$ cat src/rtl/turf_acknack_pkg.sv
// turf_acknack_pkg
//   Shared types and constants for the TURF ACK/NACK request filter:
//   - state_e          : FSM state encoding, also exported on the debug port
//   - ACK_CHECK_BITS   : default entry mask for the ACK instance
//   - NACK_CHECK_BITS  : entry mask for the NACK instance
//   - RESP_LENGTH      : UDP payload length of the two-word response
//   - sat_inc()        : 16-bit saturating increment used by the packet counters
package turf_acknack_pkg;

   typedef enum logic [2:0] {
      ST_IDLE  = 3'd0,
      ST_CHECK = 3'd1,
      ST_FWD   = 3'd2,
      ST_SKIP  = 3'd3,
      ST_DUMP  = 3'd4,
      ST_HDR   = 3'd5,
      ST_RESP0 = 3'd6,
      ST_RESP1 = 3'd7
   } state_e;

   localparam logic [63:0] ACK_CHECK_BITS  = 64'h800000FF_FFF00000;
   localparam logic [63:0] NACK_CHECK_BITS = 64'h000000FF_FFFFFFFF;
   localparam logic [15:0] RESP_LENGTH     = 16'd16;

   function automatic logic [15:0] sat_inc(input logic [15:0] v);
      return (v == 16'hFFFF) ? v : v + 16'd1;
   endfunction

endpackage

$ cat src/rtl/turf_acknack_history.sv
// turf_acknack_history
//   Circular duplicate-history of masked request entries.
//   Ports:
//     aclk, areset : clock, synchronous active-high reset
//     clear_i      : drop every valid bit on the next edge (wins over insert_i)
//     insert_i     : write entry_i at the write pointer, then advance it
//     entry_i      : 64-bit masked entry to store
//     lookup_i     : 64-bit masked entry to search for
//     hit_o        : lookup_i matches some valid entry (combinational)
module turf_acknack_history #(
   parameter int HIST_DEPTH = 4
) (
   input  logic        aclk,
   input  logic        areset,
   input  logic        clear_i,
   input  logic        insert_i,
   input  logic [63:0] entry_i,
   input  logic [63:0] lookup_i,
   output logic        hit_o
);

   localparam int PTR_W = (HIST_DEPTH > 1) ? $clog2(HIST_DEPTH) : 1;

   logic [63:0]           entry_q [HIST_DEPTH];
   logic [HIST_DEPTH-1:0] valid_q;
   logic [PTR_W-1:0]      wr_ptr_q;
   logic [PTR_W-1:0]      wr_ptr_d;

   // Pointer wraps at HIST_DEPTH so the oldest entry is overwritten next.
   always_comb begin
      wr_ptr_d = wr_ptr_q + PTR_W'(1);
      if (wr_ptr_q == PTR_W'(HIST_DEPTH - 1)) begin
         wr_ptr_d = '0;
      end
   end

   always_ff @(posedge aclk) begin
      if (areset) begin
         valid_q  <= '0;
         wr_ptr_q <= '0;
      end else if (clear_i) begin
         valid_q  <= '0;
      end else if (insert_i) begin
         valid_q[wr_ptr_q] <= 1'b1;
         wr_ptr_q          <= wr_ptr_d;
      end
   end

   // Entry storage needs no reset: it is qualified by valid_q.
   always_ff @(posedge aclk) begin
      if (insert_i && !clear_i && !areset) begin
         entry_q[wr_ptr_q] <= entry_i;
      end
   end

   always_comb begin
      hit_o = 1'b0;
      for (int i = 0; i < HIST_DEPTH; i++) begin
         if (valid_q[i] && (entry_q[i] == lookup_i)) begin
            hit_o = 1'b1;
         end
      end
   end

endmodule

$ cat src/rtl/turf_acknack_multi_port.sv
// turf_acknack_multi_port
//   Filters a packet of 64-bit ACK/NACK request entries: each entry is masked,
//   checked against a duplicate history and forwarded as a 16-bit acknack word.
//   After the packet a UDP header plus a two-word response (last forwarded
//   entry, then packet counters) is returned to the sender.
//   Ports:
//     aclk, areset       : clock, synchronous active-high reset
//     event_open_i       : event path open; low clears the history
//     s_udphdr_*         : incoming header {ip, port, len}
//     s_udpdata_*        : incoming request entries
//     m_udphdr_*         : response header {ip, port, RESP_LENGTH}
//     m_udpdata_*        : two-word response
//     m_acknack_*        : forwarded acknack words
//     dbg_state_o        : current FSM state
//   Handshakes: a transfer happens on a rising edge where tvalid and tready
//   are both high; a host holds tvalid and tdata stable until that edge.
module turf_acknack_multi_port
   import turf_acknack_pkg::*;
#(
   parameter logic [63:0] CHECK_BITS  = ACK_CHECK_BITS,
   parameter int          OPEN_BIT    = 62,
   parameter int          ALLOW_BIT   = 63,
   parameter int          ADDR_LSB    = 20,
   parameter int          ADDR_BITS   = 12,
   parameter int          HIST_DEPTH  = 4,
   parameter int          MAX_ENTRIES = 8
) (
   input  logic        aclk,
   input  logic        areset,
   input  logic        event_open_i,
   input  logic [63:0] s_udphdr_tdata,
   input  logic        s_udphdr_tvalid,
   output logic        s_udphdr_tready,
   input  logic [63:0] s_udpdata_tdata,
   input  logic [7:0]  s_udpdata_tkeep,
   input  logic        s_udpdata_tlast,
   input  logic        s_udpdata_tvalid,
   output logic        s_udpdata_tready,
   output logic [63:0] m_udphdr_tdata,
   output logic        m_udphdr_tvalid,
   input  logic        m_udphdr_tready,
   output logic [63:0] m_udpdata_tdata,
   output logic [7:0]  m_udpdata_tkeep,
   output logic        m_udpdata_tlast,
   output logic        m_udpdata_tvalid,
   input  logic        m_udpdata_tready,
   output logic [15:0] m_acknack_tdata,
   output logic        m_acknack_tvalid,
   input  logic        m_acknack_tready,
   output state_e      dbg_state_o
);

   // The open bit is reported separately, so it never takes part in matching.
   localparam logic [63:0] MASK = CHECK_BITS & ~(64'd1 << OPEN_BIT);

   state_e      state_q, state_d;
   logic [31:0] ip_q, ip_d;
   logic [15:0] port_q, port_d;
   logic        first_q, first_d;
   logic [15:0] accepted_q, accepted_d;
   logic [15:0] dup_q, dup_d;
   logic [15:0] skipped_q, skipped_d;
   logic [15:0] total_q, total_d;
   logic [63:0] last_q;
   logic [63:0] entry_e;
   logic        hist_hit;
   logic        hist_insert;
   logic        unused_hdr_len;

   assign entry_e         = s_udpdata_tdata & MASK;
   assign unused_hdr_len  = ^s_udphdr_tdata[15:0];
   assign s_udphdr_tready = (state_q == ST_IDLE);
   assign m_udphdr_tdata  = {ip_q, port_q, RESP_LENGTH};
   assign m_udpdata_tkeep = 8'hFF;
   assign m_acknack_tdata = {entry_e[ALLOW_BIT], 3'b000, entry_e[ADDR_LSB +: ADDR_BITS]};
   assign dbg_state_o     = state_q;

   turf_acknack_history #(
      .HIST_DEPTH(HIST_DEPTH)
   ) u_history (
      .aclk     (aclk),
      .areset   (areset),
      .clear_i  (!event_open_i),
      .insert_i (hist_insert),
      .entry_i  (entry_e),
      .lookup_i (entry_e),
      .hit_o    (hist_hit)
   );

   always_comb begin
      state_d          = state_q;
      ip_d             = ip_q;
      port_d           = port_q;
      first_d          = first_q;
      accepted_d       = accepted_q;
      dup_d            = dup_q;
      skipped_d        = skipped_q;
      total_d          = total_q;
      hist_insert      = 1'b0;
      s_udpdata_tready = 1'b0;
      m_acknack_tvalid = 1'b0;
      m_udphdr_tvalid  = 1'b0;
      m_udpdata_tvalid = 1'b0;
      m_udpdata_tdata  = '0;
      m_udpdata_tlast  = 1'b0;

      case (state_q)
         ST_IDLE: begin
            if (s_udphdr_tvalid) begin
               ip_d       = s_udphdr_tdata[63:32];
               port_d     = s_udphdr_tdata[31:16];
               first_d    = 1'b1;
               accepted_d = '0;
               dup_d      = '0;
               skipped_d  = '0;
               total_d    = '0;
               state_d    = ST_CHECK;
            end
         end

         ST_CHECK: begin
            if (s_udpdata_tvalid) begin
               if (s_udpdata_tkeep != 8'hFF) begin
                  // A malformed first word means the whole packet is bogus.
                  state_d = first_q ? ST_DUMP : ST_SKIP;
               end else if (!event_open_i) begin
                  state_d = ST_SKIP;
               end else if (hist_hit || (accepted_q == 16'(MAX_ENTRIES))) begin
                  // Discard consumes the word right here.
                  s_udpdata_tready = 1'b1;
                  first_d          = 1'b0;
                  total_d          = sat_inc(total_q);
                  if (hist_hit) begin
                     dup_d = sat_inc(dup_q);
                  end else begin
                     skipped_d = sat_inc(skipped_q);
                  end
                  if (s_udpdata_tlast) begin
                     state_d = ST_HDR;
                  end
               end else begin
                  state_d = ST_FWD;
               end
            end
         end

         ST_FWD: begin
            m_acknack_tvalid = 1'b1;
            s_udpdata_tready = m_acknack_tready;
            if (s_udpdata_tvalid && m_acknack_tready) begin
               hist_insert = 1'b1;
               first_d     = 1'b0;
               accepted_d  = sat_inc(accepted_q);
               total_d     = sat_inc(total_q);
               state_d     = s_udpdata_tlast ? ST_HDR : ST_CHECK;
            end
         end

         ST_SKIP: begin
            s_udpdata_tready = 1'b1;
            if (s_udpdata_tvalid) begin
               first_d   = 1'b0;
               skipped_d = sat_inc(skipped_q);
               total_d   = sat_inc(total_q);
               if (s_udpdata_tlast) begin
                  state_d = ST_HDR;
               end
            end
         end

         ST_DUMP: begin
            s_udpdata_tready = 1'b1;
            if (s_udpdata_tvalid) begin
               first_d = 1'b0;
               total_d = sat_inc(total_q);
               if (s_udpdata_tlast) begin
                  state_d = ST_IDLE;
               end
            end
         end

         ST_HDR: begin
            m_udphdr_tvalid = 1'b1;
            if (m_udphdr_tready) begin
               state_d = ST_RESP0;
            end
         end

         ST_RESP0: begin
            m_udpdata_tvalid = 1'b1;
            m_udpdata_tdata  = last_q | (64'(event_open_i) << OPEN_BIT);
            if (m_udpdata_tready) begin
               state_d = ST_RESP1;
            end
         end

         ST_RESP1: begin
            m_udpdata_tvalid = 1'b1;
            m_udpdata_tlast  = 1'b1;
            m_udpdata_tdata  = {accepted_q, dup_q, skipped_q, total_q};
            if (m_udpdata_tready) begin
               state_d = ST_IDLE;
            end
         end

         default: state_d = ST_IDLE;
      endcase
   end

   always_ff @(posedge aclk) begin
      if (areset) begin
         state_q    <= ST_IDLE;
         ip_q       <= '0;
         port_q     <= '0;
         first_q    <= 1'b0;
         accepted_q <= '0;
         dup_q      <= '0;
         skipped_q  <= '0;
         total_q    <= '0;
      end else begin
         state_q    <= state_d;
         ip_q       <= ip_d;
         port_q     <= port_d;
         first_q    <= first_d;
         accepted_q <= accepted_d;
         dup_q      <= dup_d;
         skipped_q  <= skipped_d;
         total_q    <= total_d;
      end
   end

   // Closing the event path also forgets the last forwarded entry.
   always_ff @(posedge aclk) begin
      if (areset || !event_open_i) begin
         last_q <= '0;
      end else if (hist_insert) begin
         last_q <= entry_e;
      end
   end

endmodule

$ cat config.mk
export PLATFORM = sky130hd
export DESIGN_NAME = turf_acknack_multi_port
export DESIGN_NICKNAME = d
export VERILOG_FILES = /design/src/rtl/turf_acknack_pkg.sv /design/src/rtl/turf_acknack_history.sv /design/src/rtl/turf_acknack_multi_port.sv
export SDC_FILE = /design/constraint.sdc
export NUM_CORES = 1
export LEC_CHECK = 0
export ABC_AREA = 1
export BUFFER_PORTS_ARGS = -buffer_cell sky130_fd_sc_hd__clkbuf_2
export CORE_MARGIN = 8
export CORE_UTILIZATION = 40
export DETAILED_ROUTE_END_ITERATION = 10
export MAX_ROUTING_LAYER = met4
export SLEW_MARGIN = 20
export SYNTH_ARGS = -nofsm -noshare
export SYNTH_HDL_FRONTEND = slang
export SYNTH_SLANG_ARGS = --single-unit
$ cat constraint.sdc
create_clock -name aclk -period 10.4 [get_ports aclk]
set_clock_uncertainty 0.05 [all_clocks]
set_input_delay 1.56 -clock aclk [delete_from_list [all_inputs] [get_ports aclk]]
set_output_delay 1.56 -clock aclk [all_outputs]
set_load 0.03 [all_outputs]
* After elaboration in Yosys (flattened, before gate mapping)
Memories as Yosys holds them, arrays and structs flattened.
Cells that the tools add are included.
** Word-level totals
- Memories :: 1
- Register bits after elaboration :: 143
- Bits in writable memories :: 84
** Memories
- u_history.entry_q :: depth 4, bits a word 21, rd ports 4, clocked after Yosys merged registers in 0, wr ports 1, line turf_acknack_history.sv:24 : logic [63:0] entry_q [HIST_DEPTH];
** Operators by class
- Reduce and logical (&&, ||, !) cells :: 27
- Bitwise gates (word level) :: 3
- $lt $le $gt $ge :: 2
- Mux-type cells :: 72
- Add/subtract/negate cells :: 5
- Equal/unequal tests :: 35
** Operator list (count)
- two-way mux 16 bit :: 23
- == test 64 bit :: 4
- one-hot mux 64 bit (2 select lines) :: 1
- adder 16 x 1 -> 16 bit (second input constant) :: 4
- == test 16 bit (second input constant) :: 4
- OR 64 x 63 -> 64 bit :: 1
- one-hot mux 16 bit (2 select lines) :: 2
- one-hot mux 16 bit (4 select lines) :: 1
- one-hot mux 16 bit (3 select lines) :: 1
- two-way mux 3 bit :: 15
- != test 2 bit (second input constant) :: 16
- two-way mux 1 bit :: 24
- one-hot mux 3 bit (8 select lines) :: 1
- AND reduction 8 bit :: 3
- == test 16 x 4 -> 1 bit (second input constant) :: 1
- == test 3 bit (second input constant) :: 4
- AND reduction 9 bit :: 1
- logical AND 1 bit :: 8
- != test 8 bit (second input constant) :: 1
- == test 3 x 2 -> 1 bit (second input constant) :: 2
- OR reduction 2 bit :: 3
- OR 4 bit :: 1
- one-hot mux 1 bit (4 select lines) :: 1
- AND reduction 2 bit :: 2
- 17 further kinds :: 20

* Longest topological paths before layout
Gate-level depths: netlist of run 1.
An unclocked memory read counts as a cell.
- Depth in word-level cells :: 13
- Gate-level depth with buffers :: 19
- Mapped depth without buffers :: 18

* Hierarchy
From an unflattened synthesis of run 1, not the netlist that was laid out.
** Unflattened totals
- Cell total of the unflattened synthesis :: 2425
- Area, all modules :: 19984.2 µm²
** Modules (own cells, without submodules)
- turf_acknack_history :: sequential area each 7807.5 µm², cells an instance 1237, area an instance 12065.3 µm², times used 1
- turf_acknack_multi_port :: sequential area each 2742.6 µm², cells an instance 1188, area an instance 7918.8 µm², times used 1

* Worst setup path before layout of run 1
OpenSTA, ideal clock, no wires.
- Kind :: input port to output port
- Start :: input port s_udpdata_tdata[24]
- End :: output port s_udpdata_tready
- Path slack :: 5699 ps
- Path buffers :: 1
- Data arrival time :: 3091 ps
- Stages :: 13
- Cell sequence :: buf_2 inv_1 nand2_1 nand2_1 nor2_1 nand2_1 nor2_1 nand3_1 nand2_1 nor2_1 nand2_1 nand2_1 o21ai_0
** On the way
- Word-level cells in the longest chain between the ends :: 12
** RTL lines
- start: declaration :: line turf_acknack_multi_port.sv:34 : input logic [63:0] s_udpdata_tdata,
- == test 64 bit :: line turf_acknack_history.sv:59 : if (valid_q[i] && (entry_q[i] == lookup_i)) begin
- logical AND 1 bit :: line turf_acknack_history.sv:59
- two-way mux 1 bit (3 in a row) :: line turf_acknack_history.sv:59
- two-way mux 1 bit * :: line turf_acknack_history.sv:59
- logical OR 1 bit * :: line turf_acknack_multi_port.sv:128 : end else if (hist_hit || (accepted_q == 16'(MAX_ENTRIES))) begin
- two-way mux 1 bit * :: line turf_acknack_multi_port.sv:128
- two-way mux 1 bit * :: line turf_acknack_multi_port.sv:126 : end else if (!event_open_i) begin
- two-way mux 1 bit * :: line turf_acknack_multi_port.sv:123 : if (s_udpdata_tkeep != 8'hFF) begin
- two-way mux 1 bit * :: line turf_acknack_multi_port.sv:122 : if (s_udpdata_tvalid) begin
- one-hot mux 1 bit (3 select lines) * :: line turf_acknack_multi_port.sv:107 : case (state_q)
- end: declaration :: line turf_acknack_multi_port.sv:38 : output logic s_udpdata_tready,
Every way passes the cells marked *; elsewhere a longest branch is shown, timed or not.

* Worst setup path in the final report of run 1
- Start :: input port s_udpdata_tdata[26]
- End :: output port s_udpdata_tready
Same word-level chain as after synthesis.

==> metrics.csv, run 1 <==
metric,value,unit
multi_input_area,5211,um^2
grt_setup_unrepaired,false,
postSynthRegisterBits,227,
hold_buffers,0,
fp.dieH,188.3,um
final.hold.worst_slack,0.4064,ns
grt_antenna_before_repair,0,
vdd_drop_max,0.1686,mV
critical-path-slowest-cell,o21ai_0,
wirelength,34930,um
syn-cell-area,11880,um^2
p_leak,6.380,nW
htree_num_levels,1,
number_of_global_route_vias_before_repair,10460,
worst_hold_path_type,flip-flop to flip-flop,
period_share,49.55,%
tritoncts,done,
sequence_of_cells_on_the_critical_path,"clkbuf_2, inv_1, nand2_1, nand2_1, nor2_1, nand2_1, nor2_1, nand3_1, nand2_1, nor2_1, nand2_1, nand2_1, o21ai_0, clkbuf_2",
ys_types,45,
yosys_warnings,0,
ratio_of_cells_with_drive_above_1_in_the_final_layout,16.84,%
nets,2017,
synth-seq-area-share,45.33,%
clock_sinks,227,
timing.max_cap.violations,0,
worst-path-max-fanout,10,
synth.avg_cell_area,7.118,um^2
die_width,188.3,um
finalMaxSlewViolations,0,
max_stage_delay,0.30,ns
clk_pin_slew,0.06,ns
drt-pass1-iter-count,5,
drtAntennaViolNets,0,
max_slew.worst_pin.slew,1.073,ns
pin_count_of_the_biggest_net_entering_global_routing,61,
std_cell_rows,63,
area.sequential,5385,um^2
core_region_area,29480,um^2
achievable_frequency,0.1941,GHz
critPathCaptureType,output port,
critPathLaunchType,primary input,
report.final.setup_viol,0,
port_buffers,219,
layout_commonest_cell,nand2_1,
timing.critical_path.mode_cell,nand2_1,
synthesis.instances,1669,
final_hpwl_from_detailed_placement,26360,um
antenna_diode_count,0,
effective_utilization_at_floorplan,40.30,%
dpl_worst_slack,5.269,ns
post_cts.resized_instances,0,
dieArea,35470,um^2
vias,11078,
arrival,3.54,ns
clock-root-buffer,clkbuf_16,
status,"complete, no violations",
final_cell_mix,"nand2_1 (477), inv_1 (219), clkbuf_2 (219)",
insertion_delay,0.53,ns
gp_routability_congestion,0.9454,
detailedRoute.firstIterationViolations,845,
clock_path_buffers,3,
post-place-cells,2225,
maxSlewHeadroom,28.47,%
grt_pass1_wl,54770,um
ioPinCount,306,
report.final.hold_viol_count,0,
drc_errors,0,
pwr_density_cell,173.6,nW/um^2
cts_inserted_buffers,26,
drt-vias-per-instance,4.876,
grt-ovfl-total,0,
critical_setup_path_class,primary input to output port,
final.fill_count,3006,
required,8.79,ns
overall_track_demand_over_capacity_in_global_routing,19.34,%
area.growth.synth_to_final,17.82,%
post-layout-total-power,0.002431,W
finalSetupTns,0,ns
post-route-min-period,5.153,ns
fin_cells,2272,
post_cts_buffers,0,
setup_ws,5.247,ns
wl_per_cell,15.37,um
[worst max-delay path, delay by kind of cell]
| kind | cells | cell delay [ns] |
|---|---|---|
| AND/OR/NAND/NOR | 10 | 0.99 |
| buffers and inverters | 3 | 0.70 |
| AO/OA/AOI/OAI | 1 | 0.30 |
[final cells by class]
cell class,count,share of cell area (%)
clock buffer,33,5.274
clock inverter,14,0.8134
inverter,235,6.302
multi-input combinational,1143,37.23
sequential,227,38.47
tap,390,3.486
timing repair buffer,230,8.420
[report_power, final]
part	internal, W	leakage [nW]	switching, W	total [W]
clock network	0.000546	0.427	0.000361	0.000908
logic	0.000139	4.04	0.000389	0.000528
registers	0.000967	1.91	0.0000282	0.000995
total	0.00165	6.38	0.000779	0.00243
[worst paths after layout]
kind	startpoint	slack [ns]	cells after the start	end
worst max-delay path	s_udpdata_tdata[26]	5.25	14	s_udpdata_tready
worst min-delay path	ip_q[25]$_SDFFE_PP0P_	0.41	2	ip_q[25]$_SDFFE_PP0P_
worst max register to register	dbg_state_o[1]$_SDFFE_PP0P_	6.90	13	dup_q[14]$_SDFFE_PP0P_
worst min register to register	ip_q[25]$_SDFFE_PP0P_	0.41	2	ip_q[25]$_SDFFE_PP0P_
[state kept, by name (all words and copies together), names as in the netlist]
| signal | count |
|---|---|
| total_q | 16 |
| u_history.wr_ptr_q | 2 |
| first_q | 1 |
| dup_q | 16 |
| u_history.valid_q | 4 |
| u_history.entry_q | 84 |
| skipped_q | 16 |
| accepted_q | 16 |
| port_q | 16 |
| dbg_state_o | 3 |
| last_q | 21 |
| ip_q | 32 |
[Yosys cell counts (all sizes together)]
cell type    n  area share, %
nor4         6           0.32
o211ai       2           0.13
nand3      101            4.4
o22ai        5           0.26
nand2      483             15
nand4       18           0.95
and3         3           0.16
conb         2          0.063
xor2         6           0.44
inv        234            7.4
clkbuf      35            1.1
a211oi      12           0.80
edfxtp      84             21
nor3b        2           0.13
a32o         7           0.59
xnor2        5           0.37
clkinv       1          0.032
or2          2           0.11
nor2       223            7.4
buf         54            3.2
nand3b       3           0.29
nor3        27            1.4
o21ai       75            3.2
ha           9           0.95
a21oi      123            5.2
dfxtp      143             24
a221oi       1          0.074
o21a         3           0.19
[logic make-up after synthesis]
kind of cell | after synthesis | share of synthesized area (%)
buffers and inverters | 324 | 11.76
adders and majority gates | 9 | 0.9479
other | 2 | 0.06321
AOI/OAI and AO/OA | 228 | 10.42
DFF | 227 | 45.33
xor gates and xnor gates | 11 | 0.8109
and+or+nand+nor | 868 | 30.67
[per-layer routing]
metal / wire length [um] / GRT usage, %
met5: 0 / -
met4: 1041 / 6.013
met3: 1952 / 2.773
met2: 16860 / 32.60
met1: 15070 / 23.73
[per-stage QoR]
step | instance area (um^2) | util (%)
finish | 14000 | 47.48
global route | 14000 | 47.48
CTS | 13990 | 47.46
detailed placement | 13140 | 44.57
global placement | 13140 | 44.57
floorplan | 11970 | -
(Power assumes the default switching activity.)
==> inputs of run 2 (changes only) <==
Clock period 10.4 ns to 4.8 ns, I/O delays scaled along.
==> run 2 against run 1 <==
Against the previous run:
- via count is 0.64% lower
- setup slack got worse by 4.1 ns
- final cell count is essentially flat
==> metrics.csv, run 2 (same netlist as run 1, synthesis figures left out) <==
metric,value,unit
timing.max_cap.violations,0,
insertion_delay,0.53,ns
layout_commonest_cell,nand2_1,
pin_count_of_the_biggest_net_entering_global_routing,59,
port_buffers,219,
cts_inserted_buffers,26,
ratio_of_cells_with_drive_above_1_in_the_final_layout,16.72,%
finalMaxSlewViolations,0,
wirelength,34650,um
critPathCaptureType,output port,
grt_antenna_before_repair,0,
worst_hold_path_type,primary input to flip-flop,
arrival,2.83,ns
clock-root-buffer,clkbuf_16,
post-layout-total-power,0.005215,W
core_region_area,29480,um^2
fin_area,13970,um^2
hold_buffers,0,
fp.dieH,188.3,um
vias,11007,
dpl-instance-area,13150,um^2
finalSetupTns,0,ns
drt-pass1-iter-count,5,
vdd_drop_max,0.2416,mV
status,"complete, no violations",
tritoncts,done,
pwr_density_cell,373.3,nW/um^2
effective_utilization_at_floorplan,40.30,%
wl_per_cell,15.24,um
p_leak,6.361,nW
top_register,u_history.entry_q,
timing.critical_path.mode_cell,buf_4,
nets,2018,
post-place-cells,2226,
final.hold.worst_slack,0.3942,ns
clk_pin_slew,0.06,ns
final_hpwl_from_detailed_placement,26400,um
post_cts.resized_instances,0,
report.final.hold_viol_count,0,
clock_path_buffers,3,
grt_pass1_wl,54540,um
largest_register_ffs,84,
required,4.03,ns
final_cell_mix,"nand2_1 (477), inv_1 (219), clkbuf_2 (219)",
critical-path-slowest-cell,o21ai_0,
ioPinCount,306,
die_width,188.3,um
detailedRoute.firstIterationViolations,710,
achievable_frequency,0.2775,GHz
grt-ovfl-total,0,
antenna_diode_count,0,
max_slew.worst_pin.slew,1.037,ns
cpLargestDelayFamily,buffers and inverters,
critPathLaunchType,flip-flop,
period_share,75.09,%
worst-path-max-fanout,58,
drt-vias-per-instance,4.840,
htree_num_levels,1,
worst-path-buf-inv,4,
sequence_of_cells_on_the_critical_path,"buf_4, nand2_1, nor2_1, buf_4, inv_2, o21ai_0, clkbuf_2",
layout_top_registers,"u_history.entry_q (84), ip_q (32), last_q (21)",
overall_track_demand_over_capacity_in_global_routing,19.29,%
gp_routability_congestion,0.8957,
drtAntennaViolNets,0,
critical_setup_path_class,flip-flop to output port,
max_stage_delay,0.50,ns
post-route-min-period,3.604,ns
drc_errors,0,
grt_setup_unrepaired,false,
post_cts_buffers,0,
number_of_global_route_vias_before_repair,10287,
dieArea,35470,um^2
std_cell_rows,63,
area.growth.synth_to_final,17.60,%
report.final.setup_viol,0,
maxSlewHeadroom,30.79,%
clock_sinks,227,
fin_cells,2274,
-- run 2: cell types whose count changed in the layout (fill, tap and decap cells not counted) --
cell	before	now
clkbuf_1	2	11
clkinv_1	6	1
clkinv_2	7	2
clkbuf_4	0	3
bufinv_16	2	0
buf_4	11	12
clkbuf_8	4	5
-- run 2: cell type report --
cell class | instances | area, um^2
timing repair buffer | 231 | 1186
inverter | 235 | 882.1
tap | 390 | 488.0
sequential | 227 | 5385
fill | 3002 | 15510
clock inverter | 2 | 10.01
clock buffer | 46 | 808.3
multi-input combinational | 1143 | 5211
-- run 2: power breakdown --
part / switching (W) / total [W] / internal (W) / leakage [nW]
Sequential: 0.0000638 / 0.00216 / 0.00209 / 1.91
Combinational: 0.000847 / 0.00115 / 0.000303 / 4.04
Clock: 0.000777 / 0.00191 / 0.00113 / 0.403
Total: 0.00169 / 0.00522 / 0.00353 / 6.36
-- run 2: path summary, 6_finish.rpt --
kind,startpoint,end,slack (ns),cells after the start
worst max-delay path,dbg_state_o[2]$_SDFFE_PP0P_,m_udpdata_tdata[25],1.20,7
worst min-delay path,s_udphdr_tdata[36],ip_q[4]$_SDFFE_PP0P_,0.39,3
worst max register to register,dbg_state_o[1]$_SDFFE_PP0P_,dup_q[14]$_SDFFE_PP0P_,1.42,11
worst min register to register,ip_q[18]$_SDFFE_PP0P_,ip_q[18]$_SDFFE_PP0P_,0.41,2
-- run 2: layer usage --
| metal | vias up | GRT usage [%] | part of all wire, % |
|---|---|---|---|
| met5 | - | - | 0 |
| met4 | 0 | 5.923 | 2.8 |
| met3 | 62 | 2.643 | 4.8 |
| met2 | 277 | 32.53 | 48 |
| met1 | 5015 | 23.77 | 44 |
| li1 | 5653 | - | - |
-- run 2: worst reg2reg max path: cells and delay by family (launching register included) --
| family | cells | cell delay, ns |
|---|---|---|
| simple gates | 7 | 1.46 |
| buf+inv | 4 | 1.30 |
| flops | 1 | 0.47 |
-- run 2: metrics by stage --
step / setup slack, ns / util [%]
finish: 1.196 / 47.39
global route: 0.9207 / 47.39
CTS: 1.138 / 47.39
detailed placement: 1.372 / 44.61
global placement: 1.355 / 44.60
floorplan: 1.229 / -
==> inputs of run 3 (changes only) <==
Settings changed: ABC_AREA 1 to 0, PLACE_DENSITY set to 0.66.
Clock period 4.8 ns to 3 ns, I/O delays scaled along.
==> run 3 against run 2 <==
Against the previous run:
- the run now ends with negative setup slack left
- power up 83%
- critical path depth up 2
- non-clock buffer count up 66
==> metrics.csv, run 3 <==
metric,value,unit
setup_ws,-0.1194,ns
worst-r2r-setup-slack,0.21,ns
clock-root-buffer,clkbuf_16,
worst-path-max-fanout,2,
synth-seq-area-share,50.05,%
hold_buffers,0,
achievable_frequency,0.3206,GHz
std_cell_rows,60,
wl_per_cell,16.22,um
ys_types,61,
vias,8918,
drt-pass1-iter-count,4,
synthesis.instances,1155,
grt_antenna_before_repair,0,
yosys-top-cells-area,"dfxtp_1 (27%), edfxtp_1 (23%), nand2_1 (6.3%)",
clock_path_buffers,3,
drt-vias-per-instance,5.081,
top_register,u_history.entry_q,
layout_commonest_cell,clkbuf_2,
post-route-min-period,3.119,ns
critPathCaptureType,output port,
fin_area,13330,um^2
detailedRoute.firstIterationViolations,662,
post-place-cells,1706,
status,"complete, but fails checks",
pwr-share-clk,33.5,%
report.final.hold_viol_count,0,
timing.max_cap.violations,0,
grt_setup_unrepaired,true,
number_of_enable_type_register_cells_in_the_synthesized_netlist,84,
power_frac_comb,29.0,%
cts_inserted_buffers,26,
drtAntennaViolNets,0,
muxShareOfSynthArea,2.524,%
largest_register_ffs,84,
required,2.50,ns
final_cell_mix,"clkbuf_2 (218), nand2_1 (181), dfxtp_1 (141)",
sw_frac_of_total,35.08,%
post_layout_util,50.03,%
core_region_area,26650,um^2
critical-path-slowest-cell,edfxtp_1,
synthAdderAreaFrac,1.047,%
drc_errors,0,
antenna_diode_count,0,
area.growth.synth_to_final,23.92,%
wirelength,28460,um
yosys_most_used_dff,dfxtp_1,
gp_routability_congestion,0.8807,
yosys_warnings,0,
final_hpwl_from_detailed_placement,20830,um
arrival,2.62,ns
netlist.top_cell.by_area,dfxtp_1,
dpl-instance-area,12390,um^2
synth_simple_gate_area_share,21.04,%
overall_track_demand_over_capacity_in_global_routing,17.31,%
synthXorXnorAreaFrac,9.199,%
part_of_the_total_power_dissipated_in_sequential_elements,37.5,%
clock_sinks,227,
vdd_drop_max,0.4452,mV
effective_utilization_at_floorplan,40.37,%
post-synth-top-count-cell,nand2_1,
post-layout-total-power,0.009552,W
layout_top_registers,"u_history.entry_q (84), ip_q (32), last_q (21)",
tritoncts,done,
critical_setup_path_class,flip-flop to output port,
pin_count_of_the_biggest_net_entering_global_routing,63,
period_share,104.0,%
nets,1548,
intPower,0.006202,W
number_of_global_route_vias_before_repair,8659,
power_switching,0.003351,W
max_slew.worst_pin.slew,0.7870,ns
violations,negative setup slack,
synth.avg_cell_area,9.315,um^2
grt-ovfl-total,0,
fp.dieH,180.0,um
critPathLaunchType,flip-flop,
cpLargestDelayFamily,compound AO/OA/AOI/OAI gates,
pwr_density_cell,716.4,nW/um^2
htree_num_levels,1,
synthDominantCellAreaShare,26.61,%
sequence_of_cells_on_the_critical_path,"xor2_1, nor4_2, buf_4, nand4_1, o22a_2, a31oi_4, a31oi_1, a21oi_2, clkbuf_8",
dominant_combinational_cell_family_by_area_after_synthesis,simple AND/OR/NAND/NOR gates,
async_reset_ff_share,0,%
report.final.setup_viol,1,
p_leak,5.207,nW
dieArea,32400,um^2
worst-path-buf-inv,2,
finalMaxSlewViolations,0,
worst_hold_path_type,primary input to flip-flop,
insertion_delay,0.53,ns
syn-cell-area,10760,um^2
maxSlewHeadroom,47.34,%
clk_pin_slew,0.06,ns
ratio_of_cells_with_drive_above_1_in_the_final_layout,25.46,%
postSynthRegisterBits,227,
fin_cells,1755,
max_stage_delay,0.39,ns
die_width,180.0,um
grt_pass1_wl,45540,um
ioPinCount,306,
port_buffers,219,
ys_top_cells_by_count,"nand2_1 (181), dfxtp_1 (143), a21oi_1 (107)",
synth_compound_area_share,9.699,%
run 3: changes by cell type after synthesis, moves of 15 or more:
cell     previous run  this run
xnor2_1             5        58
inv_1             220        17
nor2_1            215        90
a21oi_1           123       107
mux2i_1             0        26
xor2_1              6        55
and3_1              3        18
nand3_1            97        32
nand2_1           477       181
and2_1              0        41
nor4_1              6        23
o21ai_0            66        23
run 3: power by group through the flow:
stage,clock network [W],registers (W),logic (W)
after floorplan,0,0.00400,0.00151
after global placement,0,0.00363,0.00270
after detailed placement,0,0.00364,0.00274
after CTS,0.00326,0.00358,0.00276
after global routing,0.00338,0.00362,0.00301
final,0.00320,0.00358,0.00277
run 3: worst min-delay path, cell delays in order:
cell,delay (ns)
clkbuf_2,0.08
nand2_1,0.04
a21oi_1,0.05
run 3: cell type report:
cell class / count / area (um^2)
Tap cell: 341 / 426.7
Timing Repair Buffer: 297 / 1748
Clock inverter: 13 / 151.4
Multi-Input combinational cell: 825 / 4841
Clock buffer: 35 / 714.4
Fill cell: 2503 / 13320
Sequential cell: 227 / 5388
Inverter: 17 / 63.81
run 3: metal layers:
layer  wire, um  share of wire [%]  global-route usage [%]  vias to the layer above
met3       1518                5.3                   3.508                       50
met2      13300                 47                   28.05                      247
li1           -                  -                       -                     4405
met1      12810                 45                   21.50                     4216
met5          0                  0                       -                        -
met4        837                2.9                   5.468                        0
run 3: logic make-up after synthesis:
family | count (synthesis)
buffers and inverters | 128
AO/OA/AOI/OAI | 177
XOR/XNOR | 113
multiplexers | 27
adder cells (fa/ha/maj) | 9
AND/OR/NAND/NOR | 472
other | 2
flip-flops | 227
run 3: timing repair:
item                                    4_1_cts  5_1_grt
hold endpoints to repair                      0        0
endpoints found under the setup margin       27       43
buffers inserted                              1        0
gates resized for setup                       5        9
pin swaps                                     3        2
run 3: stage by stage:
stage / setup WS [ns] / setup TNS [ns] / hold WS, ns
floorplan: 0.03187 / 0 / 0.3681
global placement: -0.1039 / -1.344 / 0.3780
detailed placement: -0.1275 / -2.024 / 0.3888
CTS: -0.1679 / -0.1679 / 0.06417
global route: -0.3314 / -0.3314 / 0.07173
finish: -0.1194 / -0.1194 / 0.08684
run 3: final timing paths:
path                                          start                                 to  cells after the start
hold reg to reg   u_history.valid_q[3]$_SDFFE_PP0P_  u_history.valid_q[3]$_SDFFE_PP0P_                      1
setup / recovery  u_history.entry_q[2][3]$_DFFE_PP_                   s_udpdata_tready                      9
setup reg to reg  u_history.entry_q[2][3]$_DFFE_PP_            total_q[4]$_SDFFE_PP0P_                     12
hold / removal                   s_udphdr_tdata[26]            port_q[10]$_SDFFE_PP0P_                      3
